===== config.mk =====
export PLATFORM = sky130hd
export DESIGN_NAME = game_state_controller
export DESIGN_NICKNAME = d
export VERILOG_FILES = /design/src/rtl/game_state_controller_pkg.sv /design/src/rtl/game_state_controller_timer.sv /design/src/rtl/game_state_controller.sv
export SDC_FILE = /design/constraint.sdc
export NUM_CORES = 1
export LEC_CHECK = 0
export CAP_MARGIN = 20
export CORE_MARGIN = 2
export CORE_UTILIZATION = 40
export DETAILED_ROUTE_END_ITERATION = 10
export MAX_ROUTING_LAYER = met4
export SYNTH_ARGS = -nofsm -noshare
export SYNTH_HDL_FRONTEND = slang
export SYNTH_SLANG_ARGS = --single-unit
export TNS_END_PERCENT = 100

===== constraint.sdc =====
create_clock -name i_Clk -period 2.4 [get_ports i_Clk]
set_input_delay 0.36 -clock i_Clk [delete_from_list [all_inputs] [get_ports i_Clk]]
set_output_delay 0.36 -clock i_Clk [all_outputs]
set_load 0.03 [all_outputs]

===== src/rtl/game_state_controller_pkg.sv =====
// Shared state encodings, default parameter values and small helpers
// for the Frogger lives/level state machine.
package game_state_controller_pkg;

   typedef enum logic [2:0] {
      IDLE        = 3'd0,
      RUNNING     = 3'd1,
      HIT         = 3'd2,
      LEVEL_PAUSE = 3'd3,
      GAME_OVER   = 3'd4
   } state_t;

   localparam int DEF_NUM_LIVES          = 4;
   localparam int DEF_INVULN_CYCLES      = 25_000_000;
   localparam int DEF_LEVEL_PAUSE_CYCLES = 12_500_000;
   localparam int DEF_MAX_LEVEL          = 15;

   // Larger of two integers, used to size the shared dwell timer.
   function automatic int max_int(input int a, input int b);
      return (a > b) ? a : b;
   endfunction

   // Level increment that sticks at the ceiling instead of wrapping.
   function automatic logic [3:0] level_sat_inc(input logic [3:0] level,
                                                input logic [3:0] max_level);
      return (level >= max_level) ? level : level + 4'd1;
   endfunction

endpackage


===== src/rtl/game_state_controller_timer.sv =====
// Loadable down-counter used for the HIT and LEVEL_PAUSE dwell times.
// Load has priority over decrement; the count holds at zero.
module game_timer
#(
   parameter int WIDTH = 8
)
(
   input  logic             i_Clk,
   input  logic             i_Rst_N,
   input  logic             i_Load,
   input  logic [WIDTH-1:0] i_Load_Value,
   input  logic             i_En,
   output logic             o_Zero
);

   logic [WIDTH-1:0] count_reg;

   // Count register: load a new dwell, otherwise count down toward zero.
   always_ff @(posedge i_Clk or negedge i_Rst_N) begin
      if (!i_Rst_N) begin
         count_reg <= '0;
      end else if (i_Load) begin
         count_reg <= i_Load_Value;
      end else if (i_En && (count_reg != '0)) begin
         count_reg <= count_reg - WIDTH'(1);
      end
   end

   assign o_Zero = (count_reg == '0);

endmodule


===== src/rtl/game_state_controller.sv =====
// Lives/level state machine for the Frogger top level: IDLE, RUNNING,
// post-hit invulnerability, level-up pause and a game-over hold.
module game_state_controller
   import game_state_controller_pkg::*;
#(
   parameter int NUM_LIVES          = DEF_NUM_LIVES,
   parameter int INVULN_CYCLES      = DEF_INVULN_CYCLES,
   parameter int LEVEL_PAUSE_CYCLES = DEF_LEVEL_PAUSE_CYCLES,
   parameter int MAX_LEVEL          = DEF_MAX_LEVEL,
   parameter int START_ALL          = 1
)
(
   input  logic                 i_Clk,
   input  logic                 i_Rst_N,
   input  logic                 i_Start_All,
   input  logic                 i_Start_Any,
   input  logic                 i_Has_Collided,
   input  logic                 i_Level_Up,
   output logic                 o_Game_Active,
   output logic                 o_Invulnerable,
   output logic                 o_Respawn,
   output logic                 o_Game_Over,
   output logic [NUM_LIVES-1:0] o_Lives,
   output logic [3:0]           o_Level,
   output logic [2:0]           o_State
);

   localparam int TIMER_MAX = max_int(INVULN_CYCLES, LEVEL_PAUSE_CYCLES);
   localparam int TIMER_W   = $clog2(TIMER_MAX + 1);

   localparam logic [TIMER_W-1:0]   INVULN_LOAD = TIMER_W'(INVULN_CYCLES - 1);
   localparam logic [TIMER_W-1:0]   PAUSE_LOAD  = TIMER_W'(LEVEL_PAUSE_CYCLES - 1);
   localparam logic [NUM_LIVES-1:0] LIVES_ONE   = NUM_LIVES'(1);
   localparam logic [3:0]           LEVEL_MAX   = 4'(MAX_LEVEL);

   state_t               state_reg, state_next;
   logic [NUM_LIVES-1:0] lives_reg, lives_next;
   logic [3:0]           level_reg, level_next;
   logic                 respawn_reg, respawn_next;
   logic                 game_active_reg;
   logic                 invulnerable_reg;
   logic                 game_over_reg;

   logic                 start;
   logic                 timer_load;
   logic [TIMER_W-1:0]   timer_load_value;
   logic                 timer_en;
   logic                 timer_zero;

   assign start = (START_ALL != 0) ? i_Start_All : i_Start_Any;

   game_timer #(
      .WIDTH (TIMER_W)
   ) u_timer (
      .i_Clk        (i_Clk),
      .i_Rst_N      (i_Rst_N),
      .i_Load       (timer_load),
      .i_Load_Value (timer_load_value),
      .i_En         (timer_en),
      .o_Zero       (timer_zero)
   );

   // Next-state, lives shifter, level counter and timer control.
   always_comb begin
      state_next       = state_reg;
      lives_next       = lives_reg;
      level_next       = level_reg;
      respawn_next     = 1'b0;
      timer_load       = 1'b0;
      timer_load_value = '0;
      timer_en         = 1'b0;

      case (state_reg)
         IDLE: begin
            if (start) begin
               state_next = RUNNING;
               lives_next = '1;
               level_next = 4'd0;
            end
         end

         RUNNING: begin
            // A collision always beats a simultaneous level-up.
            if (i_Has_Collided) begin
               if (lives_reg == LIVES_ONE) begin
                  state_next = GAME_OVER;
                  lives_next = '0;
               end else begin
                  state_next       = HIT;
                  lives_next       = lives_reg >> 1;
                  respawn_next     = 1'b1;
                  timer_load       = 1'b1;
                  timer_load_value = INVULN_LOAD;
               end
            end else if (i_Level_Up) begin
               state_next       = LEVEL_PAUSE;
               level_next       = level_sat_inc(level_reg, LEVEL_MAX);
               timer_load       = 1'b1;
               timer_load_value = PAUSE_LOAD;
            end
         end

         HIT: begin
            // Collisions are ignored while invulnerable; level-ups still count.
            timer_en = 1'b1;
            if (i_Level_Up) begin
               level_next = level_sat_inc(level_reg, LEVEL_MAX);
            end
            if (timer_zero) begin
               state_next = RUNNING;
            end
         end

         LEVEL_PAUSE: begin
            timer_en = 1'b1;
            if (timer_zero) begin
               state_next = RUNNING;
            end
         end

         GAME_OVER: begin
            // Start must drop for a cycle so a held start cannot restart.
            if (!start) begin
               state_next = IDLE;
            end
         end

         default: begin
            state_next = IDLE;
         end
      endcase
   end

   // State and output registers; flags are decoded from the next state.
   always_ff @(posedge i_Clk or negedge i_Rst_N) begin
      if (!i_Rst_N) begin
         state_reg        <= IDLE;
         lives_reg        <= '1;
         level_reg        <= 4'd0;
         respawn_reg      <= 1'b0;
         game_active_reg  <= 1'b0;
         invulnerable_reg <= 1'b0;
         game_over_reg    <= 1'b0;
      end else begin
         state_reg        <= state_next;
         lives_reg        <= lives_next;
         level_reg        <= level_next;
         respawn_reg      <= respawn_next;
         game_active_reg  <= (state_next == RUNNING) || (state_next == HIT);
         invulnerable_reg <= (state_next == HIT);
         game_over_reg    <= (state_next == GAME_OVER);
      end
   end

   assign o_State        = state_reg;
   assign o_Lives        = lives_reg;
   assign o_Level        = level_reg;
   assign o_Respawn      = respawn_reg;
   assign o_Game_Active  = game_active_reg;
   assign o_Invulnerable = invulnerable_reg;
   assign o_Game_Over    = game_over_reg;

endmodule


* After elaboration in Yosys (flattened, before gate mapping) *
Index checks and enable logic that the tools add are counted.

storage, ports and cells
  bits in registers = 40
  memory bits (read-only) = 0
  input port bits = 6
  RAM bits = 0
  word-level logic and storage cells = 62
  memories kept = 0
  output and inout bits = 15
  bits in latches = 0

cells by class
  shifts and indexed selects = 0
  equal/unequal tests = 11
  add/sub/neg operators = 2
  $mul = 0
  bitwise logic cells = 0
  $lt $le $gt $ge = 1
  divide/modulo/power cells = 0
  multiplexer cells = 29
  reductions and logical operators = 11

operators by type and width
  operator                 number
  $mux W25                 5
  $logic_not A25 Y1        1
  $reduce_bool A25 Y1      1
  $sub A25 B1 Y25 const B  1
  $mux W24                 1
  $mux W4                  6
  $mux W3                  7
  $pmux W3 S4              1
  $pmux W4 S3              1
  $eq A3 B2 Y1 const B     3
  $pmux W4 S2              1
  $mux W1                  7
  $eq A3 B1 Y1 const B     2
  $eq A3 B3 Y1 const B     2
  $ne A2 B2 Y1 const B     3
  $reduce_and A3 Y1        2
  $add A4 B1 Y4 const B    1
  $eq A4 B1 Y1 const B     1
  $ge A4 B4 Y1 const B     1
  $reduce_bool A2 Y1       2
  $logic_not A3 Y1         1
  $reduce_bool A3 Y1       1
  $reduce_or A2 Y1         1
  $logic_and A1 B1 Y1      1
  $logic_or A1 B1 Y1       1

* Logic depth before layout (Yosys ltp) *
Gate-level depths: netlist (run 1).

  depth in word-level cells = 6
  gate-level depth with buffers = 9
  mapped depth without buffers = 8

* By module *
From an unflattened synthesis (run 1), not the netlist that was laid out.

unflattened totals
  cell total of the unflattened synthesis = 249
  area total of the unflattened synthesis = 2391.0 um2

modules (own cells, without submodules)
  module                 instances  area an instance (um2)  cells each  sequential area each (um2)
  game_timer             1          1555.2                  162         625.6
  game_state_controller  1          835.8                   87          380.4

* Worst setup path before layout (run 1) *
OpenSTA, ideal clock, no wires.

  path type = reg-to-reg
  from = reg state_reg[2] (netlist: o_State[2])
  to = reg u_timer.count_reg[15]
  clock period less this slack = 2.552 ns
  stages on the path, launching flop included = 9
  arrival = 2.431 ns
  data required time = 2.279 ns
  slack = -0.152 ns
  path through = dfrtp_1 clkbuf_1 or3b_2 clkbuf_1 a211o_1 clkbuf_1 nor2_1 o22ai_1 a22o_1

between the ends
  longest elaborated chain between the ends = 5
  elaborated cells on any way between the ends = 10
  those cells by class = eq/ne (3); mux (4); reduce/logical (3)

ends and longest elaborated chain
  element                              RTL line                           RTL
  from (decl)                          game_state_controller.sv:36        state_t state_reg, state_next;
  from (signal assigned)               game_state_controller.sv:145       state_reg <= state_next;
  $eq A3 B2 Y1                         game_state_controller.sv:73        case (state_reg)
  $reduce_or A2 Y1 (no source line)    -
  $mux W1                              game_state_controller.sv:73
  $logic_and A1 B1 Y1                  game_state_controller_timer.sv:24  end else if (i_En && (count_reg != '0)) begin
  $reduce_bool A2 Y1 (no source line)  -
  to (signal assigned)                 game_state_controller_timer.sv:23  count_reg <= i_Load_Value;
  to (signal assigned)                 game_state_controller_timer.sv:25  count_reg <= count_reg - WIDTH'(1);
  to (decl)                            game_state_controller_timer.sv:16  logic [WIDTH-1:0] count_reg;

Parallel ways exist; a longest one is shown, timed or not.
A chain may end at the register's enable or synchronous reset.

* Worst setup path in the final report (run 1) *
  from = reg u_timer.count_reg[13]
  to = reg u_timer.count_reg[18]

between the ends
  longest elaborated chain between the ends = 3
  elaborated cells on any way between the ends = 6
  those cells by class = add/sub (1); mux (2); reduce/logical (3)

ends and longest elaborated chain
  element                                                 RTL line
  $sub A25 B1 Y25 or $reduce_bool A25 Y1 (tied branches)  game_state_controller_timer.sv:25, game_state_controller_timer.sv:24
  $mux W25 or $logic_and A1 B1 Y1 (tied branches)         game_state_controller_timer.sv:24
  $mux W25 or $reduce_bool A2 Y1 (tied branches)          -

Parallel ways exist; a longest one is shown, timed or not. The select of a mux whose other input is x is not followed.

==> results.toml, run 1 <==
[outcome]
status = "complete, no violations"

[clocking]
cts_buffers = 5
clkTransAtPathRegs_ns = 0.08
clockBufferDepth = 2
cts_sinks = 40
clk_latency_ns = 0.29
clockRootBuffer = "clkbuf_8"
holdBufCountCts = 0
cts_tree = "built"
cts_max_level = 2

[synthesis]
syn_inst = 234
ys_ff_latch = 40
ys_types = 60
syn_avg_cell_area_um2 = 9.52
async_flop_share_pct = 100
syn_nets = 242
syn-cell-area_um2 = 2230
synth-edff-count = 0
synth_warnings = 0
synth_ff_type = "dfrtp_1"
synth_seq_area_share_pct = 45.2

[cells_and_area]
fillers = 502
layout_common_cells = "buf_4, dfrtp_1, nor2_1"
largest_reg_flops = 25
drive_above_1_share_pct = 29.7
area_growth_pct = 35.2
antenna_cells = 0
final_common_cell = "buf_4"
nNetsFinal = 307

[worst_setup_path]
cp.arrival_ns = 2.56
worstSetupPathType = "flop to flop"
critPathRequiredTime_ns = 2.57
path_max_fanout = 4
worst_setup_path_end_kind = "flop"
startpoint_type = "flop"

[sta]
finalCriticalPeriod_ns = 2.38
max_freq_ghz = 0.419
whs_ns = 0.187
skew_ns = 0.00680
finalHoldViolCount = 0
rsz0062_at_grt = "true"
report.final.slew_viol_count = 0
period_share_pct = 99.3
finalSetupViolations = 0
setup-tns-final_ns = 0
worst_pin_slew_ns = 0.889
setup_ws_ns = 0.0159
slew-limit-headroom_pct = 40.7

[power_and_ir_drop]
vdd_ir_drop_max_mv = 0.785
pwr-share-clk_pct = 16.3
combPwrFrac_pct = 52.3
internal-power_mw = 2.08
power_frac_seq_pct = 31.4
p_sw_share_pct = 39.3
leakage_nw = 1.22
p_sw_mw = 1.34
power_density_nw_per_um2 = 1140

[routing]
met3_wirelength_um = 182
wl_met2_um = 2580
ant_nets = 0
wl_per_cell_um = 14.6
drcViolationCount = 0
drt_iter0_markers = 167
vias = 2042
viasPerCell = 5.49
wl_met1_um = 2620
highest_layer = "met4"
drt_first_pass_iters = 4
detail_route.wirelength_um = 5440

[die]
rows = 27
die-area_um2 = 6180
ioPinCount = 21
core_area_um2 = 5440
die-width_um = 78.6
initial_core_util_pct = 40.9
die_h_um = 78.6

[flow_run]
maxCapViolCount = 0

[place]
routabilityCongestion = 0.874
io_buffers = 19
hpwl_um = 3920
place_ws_ns = -0.0270

[grt]
antenna_found_initial = 0
gr-total-overflow = 0
grt_start_max_net_pins = 41
grt_first_pass_wirelength_um = 9630
grt_pass1_vias = 2095
grt_usage_pct = 20.0

[worst_hold_path]
hp-class = "input pin to asynchronous set/reset pin"
==> cell families after synthesis <==
| family | count (synthesis) | share of synthesized area, % |
|---|---|---|
| flops | 40 | 45.2 |
| compound gates | 64 | 20.8 |
| simple gates | 96 | 24.6 |
| buf+inv | 24 | 5.22 |
| xor+xnor | 8 | 3.15 |
| fa+ha+maj | 2 | 1.12 |
==> layer usage <==
metal  GRT usage (%)  up-vias
met5               -        -
met4            6.49        0
met3            2.76        6
met2            31.5       53
met1            26.8      970
li1                -     1013
==> layout make-up <==
| class | instances | area (um^2) | share of cell area (%) |
|---|---|---|---|
| Inverter | 11 | 41.3 | 1.37 |
| Multi-Input combinational cell | 170 | 1160 | 38.6 |
| Clock inverter | 3 | 42.5 | 1.41 |
| Sequential cell | 40 | 1010 | 33.4 |
| Tap cell | 72 | 90.1 | 2.99 |
| Clock buffer | 5 | 68.8 | 2.29 |
| Timing Repair Buffer | 71 | 599 | 19.9 |
==> metrics by stage <==
step	power [mW]	util [%]	area [um^2]	std cells
2_1_floorplan	2.10	-	2270	234
5_1_grt	3.66	55.4	3010	372
6_report	3.42	55.4	3010	372
4_1_cts	3.42	54.5	2960	370
3_3_place_gp	2.82	52.1	2830	362
3_5_place_dp	2.84	52.1	2830	362
==> critical path, stage by stage, from the launching register on <==
cell and delay (ns):
dfrtp_1 0.39, or4_4 0.54, or4_4 0.52, buf_8 0.15
nand4_1 0.14, buf_4 0.15, nor3_1 0.03, or3b_1 0.34
==> synth_stat cells, types with 2 or more instances <==
| cell type | count | area share [%] |
|---|---|---|
| a31oi_1 | 7 | 2.0 |
| buf_2 | 3 | 0.67 |
| o21ai_0 | 14 | 3.1 |
| a211oi_1 | 2 | 0.67 |
| nand2_1 | 11 | 1.9 |
| buf_6 | 3 | 1.5 |
| xor2_1 | 6 | 2.4 |
| nand2b_1 | 4 | 1.1 |
| dfstp_2 | 4 | 4.7 |
| dfrtp_1 | 36 | 40 |
| o31ai_1 | 2 | 0.67 |
| clkbuf_1 | 7 | 1.2 |
| nor2_1 | 25 | 4.2 |
| o31a_1 | 2 | 0.79 |
| nor4_1 | 5 | 1.4 |
| a211oi_2 | 2 | 1.1 |
| xnor2_1 | 2 | 0.79 |
| and3_1 | 2 | 0.56 |
| a21oi_1 | 5 | 1.1 |
| ha_1 | 2 | 1.1 |
| nand4_1 | 3 | 0.84 |
| or3_1 | 2 | 0.56 |
| or4_1 | 7 | 2.4 |
| or3b_1 | 2 | 0.79 |
| nor4b_1 | 5 | 2.0 |
| o311ai_0 | 2 | 0.79 |
| nor2b_1 | 2 | 0.56 |
| a211o_1 | 4 | 1.6 |
| o21a_1 | 2 | 0.67 |
| o22ai_1 | 3 | 0.84 |
| nand3_1 | 4 | 0.90 |
| nor3_1 | 12 | 2.7 |
| or2_2 | 3 | 0.84 |
| o211ai_1 | 4 | 1.3 |
| inv_1 | 10 | 1.7 |
==> worst paths after layout <==
check | startpoint | endpoint | slack, ns | depth (start not counted)
max in group asynchronous | i_Rst_N | u_timer.count_reg[3] | 1.67 | 1
worst max register to register | u_timer.count_reg[13] | u_timer.count_reg[18] | 0.02 | 7
worst min-delay path | i_Rst_N | u_timer.count_reg[19] | 0.19 | 1
min in group i_Clk | o_Lives[2] | o_Lives[1] | 0.50 | 2
worst max-delay path | u_timer.count_reg[13] | u_timer.count_reg[18] | 0.02 | 7
worst min register to register | o_Lives[2] | o_Lives[1] | 0.50 | 2
==> power by group through the flow <==
stage               Sequential [mW]  Clock [mW]  Combinational (mW)
floorplan                      1.31           0               0.791
global placement               1.08           0                1.74
detailed placement             1.08           0                1.76
CTS                            1.07       0.570                1.77
global route                   1.11       0.594                1.96
finish                         1.07       0.556                1.79
==> timing repair <==
action	in CTS	in global routing
resized for setup	5	7
cloned	0	0
pin swaps	1	0
endpoints found under the setup margin	14	7
buffers inserted	0	2
Power figures use the tool's default switching activity.
==> inputs of run 2 (changes only) <==
CORE_UTILIZATION = 50   (was 40)
PLACE_DENSITY = 0.74   (was default)
==> results.toml, run 2 (synthesis results as in run 1) <==
[routing]
wl_per_cell_um = 15.2
drcViolationCount = 0
drt_first_pass_iters = 4
drt_iter0_markers = 146
detail_route.wirelength_um = 5210
ant_nets = 0
vias = 2002
viasPerCell = 5.84

[cells_and_area]
nNetsFinal = 298
fin_util_pct = 66.7
drive_above_1_share_pct = 27.1
ff_latch_area_um2 = 1010
layout_common_cells = "buf_4, dfrtp_1, nor2_1"
largest_reg_flops = 25
area_growth_pct = 29.4
final_common_cell = "buf_4"
multi_input_area_um2 = 1160
antenna_cells = 0
fillers = 351
fin_cells = 343

[worst_setup_path]
crit_top_cell = "or4_4"
slowest_delay_ns = 0.55
worst_setup_path_end_kind = "flop"
worstSetupPathType = "flop to flop"
cp.arrival_ns = 2.53
critPathTopFamily = "simple AND/OR/NAND/NOR gates"
timing.critical_path.buf_inv = 1
crit_chain = "or4_4 -> or4_4 -> buf_4 -> o311a_1 -> a211o_1"
path_max_fanout = 10
cp_slowest_cell = "or4_4"
critPathRequiredTime_ns = 2.58
startpoint_type = "flop"

[die]
die-area_um2 = 5000
core_area_um2 = 4320
die-width_um = 70.7
die_h_um = 70.7
initial_core_util_pct = 51.5
rows = 24
ioPinCount = 21

[place]
io_buffers = 19
hpwl_um = 3790
routabilityCongestion = 0.872
placed_cells = 335

[clocking]
clockBufferDepth = 2
cts_buffers = 5
cts_max_level = 2
clk_latency_ns = 0.29
holdBufCountCts = 0
cts_tree = "built"
clockRootBuffer = "clkbuf_8"
clkTransAtPathRegs_ns = 0.08
post_cts_buffers = 0
cts_sinks = 40

[sta]
skew_ns = 0.00922
rsz0062_at_grt = "false"
finalHoldViolCount = 0
worst_pin_slew_ns = 0.906
finalSetupViolations = 0
period_share_pct = 98.0
slew-limit-headroom_pct = 39.6
report.final.slew_viol_count = 0
max_freq_ghz = 0.425
finalCriticalPeriod_ns = 2.35

[grt]
antenna_found_initial = 0
grt_first_pass_wirelength_um = 8990
grt_pass1_vias = 1932
grt_usage_pct = 23.0
gr-total-overflow = 0
grt_start_max_net_pins = 41

[outcome]
status = "complete, no violations"

[power_and_ir_drop]
vdd_ir_drop_max_mv = 0.702
power_density_nw_per_um2 = 1140
leakage_nw = 1.16

[worst_hold_path]
hp-class = "input pin to asynchronous set/reset pin"

[flow_run]
maxCapViolCount = 0
[run 2: routing by layer]
metal / up-vias / global-route usage [%] / wire, um
met5: - / - / 0
met4: 0 / 7.13 / 68
met3: 9 / 3.42 / 203
met2: 53 / 34.6 / 2390
met1: 953 / 32.5 / 2550
li1: 987 / - / -
[run 2: area by class of cell]
class,instances,area share [%]
Inverter,11,1.43
Timing Repair Buffer,62,17.6
Clock buffer,8,3.47
Sequential cell,40,34.9
Multi-Input combinational cell,170,40.3
Tap cell,52,2.26
[run 2: worst paths after layout]
check / start / slack [ns] / cells past startpoint / endpoint
worst max-delay path: u_timer.count_reg[2] / 0.05 / 5 / u_timer.count_reg[24]
worst min-delay path: i_Rst_N / 0.19 / 1 / o_Level[2]
worst max register to register: u_timer.count_reg[2] / 0.05 / 5 / u_timer.count_reg[24]
worst min register to register: o_Lives[2] / 0.50 / 2 / o_Lives[1]
max in group asynchronous: i_Rst_N / 1.64 / 1 / u_timer.count_reg[14]
min in group i_Clk: o_Lives[2] / 0.50 / 2 / o_Lives[1]
[run 2: through the flow]
step,setup TNS [ns],hold WS (ns),worst slack (ns),power (mW),cell area [um^2]
3_5_place_dp,-0.0895,0.495,-0.0298,2.78,2750
5_1_grt,0,0.266,0.0000420,3.54,2880
4_1_cts,0,0.216,0.0193,3.29,2860
3_3_place_gp,-0.0326,0.484,-0.0120,2.73,2750
2_1_floorplan,-0.0412,0.0644,-0.0326,2.10,2270
6_report,0,0.188,0.0488,3.30,2880
[run 2: what timing repair did]
item                       in CTS  in global routing
pin swaps                       0                  1
resized for setup               2                  6
setup endpoints to repair       8                 14
[run 2: power breakdown]
group | total [mW] | internal, mW | leakage, nW | switching, mW
logic | 1.72 | 0.791 | 0.649 | 0.927
clock network | 0.495 | 0.262 | 0.0515 | 0.232
registers | 1.08 | 0.928 | 0.462 | 0.155
==> inputs of run 3 (changes only) <==
CORE_ASPECT_RATIO = 1.2   (was default)
RECOVER_POWER = 100   (was default)
==> results.toml, run 3 (synthesis results as in run 1) <==
[clocking]
clk_latency_ns = 0.30
holdBufCountCts = 0
clkTransAtPathRegs_ns = 0.08
cts_tree = "built"
clockBufferDepth = 2
cts_buffers = 5
clockRootBuffer = "clkbuf_8"
cts_sinks = 40
cts_max_level = 2

[sta]
finalCriticalPeriod_ns = 2.40
skew_ns = 0.00662
setup_ws_ns = 0.000406
finalHoldViolCount = 0
max_freq_ghz = 0.417
period_share_pct = 100
report.final.slew_viol_count = 41
rsz0062_at_grt = "true"
setup-tns-final_ns = 0
worst_pin_slew_ns = 2.13
slew-limit-headroom_pct = -41.8
finalSetupViolations = 0

[worst_setup_path]
worstSetupPathType = "flop to flop"
startpoint_type = "flop"
path_max_fanout = 8
timing.critical_path.buf_inv = 2
crit_top_cell = "or4_4"
crit_chain = "or4_4 -> or4_4 -> buf_6 -> nand4_1 -> buf_4 -> nor3_1 -> or3b_1"
worst_setup_path_end_kind = "flop"
slowest_delay_ns = 0.54
cp_slowest_cell = "or4_4"
critPathTopFamily = "simple AND/OR/NAND/NOR gates"
critPathRequiredTime_ns = 2.58
cp.arrival_ns = 2.57

[cells_and_area]
final_common_cell = "buf_4"
layout_common_cells = "buf_4, dfrtp_1, nor2_1"
multi_input_area_um2 = 1170
drive_above_1_share_pct = 28.0
largest_reg_flops = 25
fin_util_pct = 68.7
nNetsFinal = 303
ff_latch_area_um2 = 1010
area_growth_pct = 31.5
antenna_cells = 0
fillers = 346

[die]
rows = 26
die-width_um = 64.9
die_h_um = 77.1
die-area_um2 = 5010
core_area_um2 = 4260
initial_core_util_pct = 52.3
ioPinCount = 21

[power_and_ir_drop]
combPwrFrac_pct = 52.2
power_density_nw_per_um2 = 1110
internal-power_mw = 1.91
vdd_ir_drop_max_mv = 0.888
leakage_nw = 1.20
p_sw_share_pct = 41.3
pwr-share-clk_pct = 14.5
power_frac_seq_pct = 33.3
p_sw_mw = 1.35

[grt]
grt_first_pass_wirelength_um = 9200
gr-total-overflow = 0
grt_start_max_net_pins = 41
antenna_found_initial = 0
grt_pass1_vias = 1993
grt_usage_pct = 24.1

[place]
place_ws_ns = 0.00646
routabilityCongestion = 0.860
io_buffers = 19
hpwl_um = 3870

[routing]
drcViolationCount = 0
wl_per_cell_um = 15.5
drt_iter0_markers = 184
detail_route.wirelength_um = 5460
ant_nets = 0
drt_first_pass_iters = 4
viasPerCell = 5.90
vias = 2076

[worst_hold_path]
hp-class = "flop to flop"

[outcome]
status = "finished, violations left"
failed_checks = "max-capacitance violations, max-slew violations"

[flow_run]
maxCapViolCount = 1
## run 3: worst paths after layout
| check | from | to | slack, ns | depth (start not counted) |
|---|---|---|---|---|
| worst max-delay path | u_timer.count_reg[13] | u_timer.count_reg[20] | 0.0004 | 7 |
| worst min-delay path | o_Lives[3] | o_Lives[2] | 0.50 | 2 |
| worst max register to register | u_timer.count_reg[13] | u_timer.count_reg[20] | 0.0004 | 7 |
| worst min register to register | o_Lives[3] | o_Lives[2] | 0.50 | 2 |
| max in group asynchronous | i_Rst_N | o_State[1] | 0.51 | 1 |
| min in group asynchronous | i_Rst_N | u_timer.count_reg[4] | 0.68 | 1 |
## run 3: tightest hold or removal path, stage by stage (launching register included)
cell,delay (ns)
dfstp_2,0.38
inv_1,0.06
a21oi_1,0.06
## run 3: final cells by class
type	count	area share, %
sequential	40	34.3
multi-input combinational	170	40.0
tap	56	2.39
clock buffer	6	2.82
timing repair buffer	67	18.7
inverter	11	1.41
clock inverter	2	0.342
## run 3: power groups by stage
stage	Clock, mW	Sequential (mW)	Combinational [mW]
2_1_floorplan	0	1.31	0.791
3_5_place_dp	0	1.09	1.68
4_1_cts	0.480	1.08	1.70
5_1_grt	0.504	1.12	1.86
6_report	0.471	1.09	1.70
3_3_place_gp	0	1.09	1.64
## run 3: timing repair
item	CTS	global route
pin swaps	1	4
resized for setup	2	9
setup buffers	0	7
hold endpoints to repair	0	0
endpoints found under the setup margin	5	8
## run 3: stage by stage
stage / instances / total power [mW] / area (um^2) / hold slack (ns)
5_1_grt: 352 / 3.48 / 2930 / 0.532
3_3_place_gp: 337 / 2.73 / 2740 / 0.487
3_5_place_dp: 337 / 2.77 / 2740 / 0.491
4_1_cts: 345 / 3.26 / 2850 / 0.217
6_report: 352 / 3.26 / 2930 / 0.499
2_1_floorplan: 234 / 2.10 / 2270 / 0.0644
## run 3: per-layer routing
metal / track usage (%) / routed length, um / share of wire, % / vias up
li1: - / - / - / 998
met1: 31.1 / 2400 / 44 / 1001
met2: 38.9 / 2710 / 50 / 69
met3: 4.11 / 277 / 5.1 / 8
met4: 6.81 / 68 / 1.2 / 0
met5: - / 0 / 0 / -
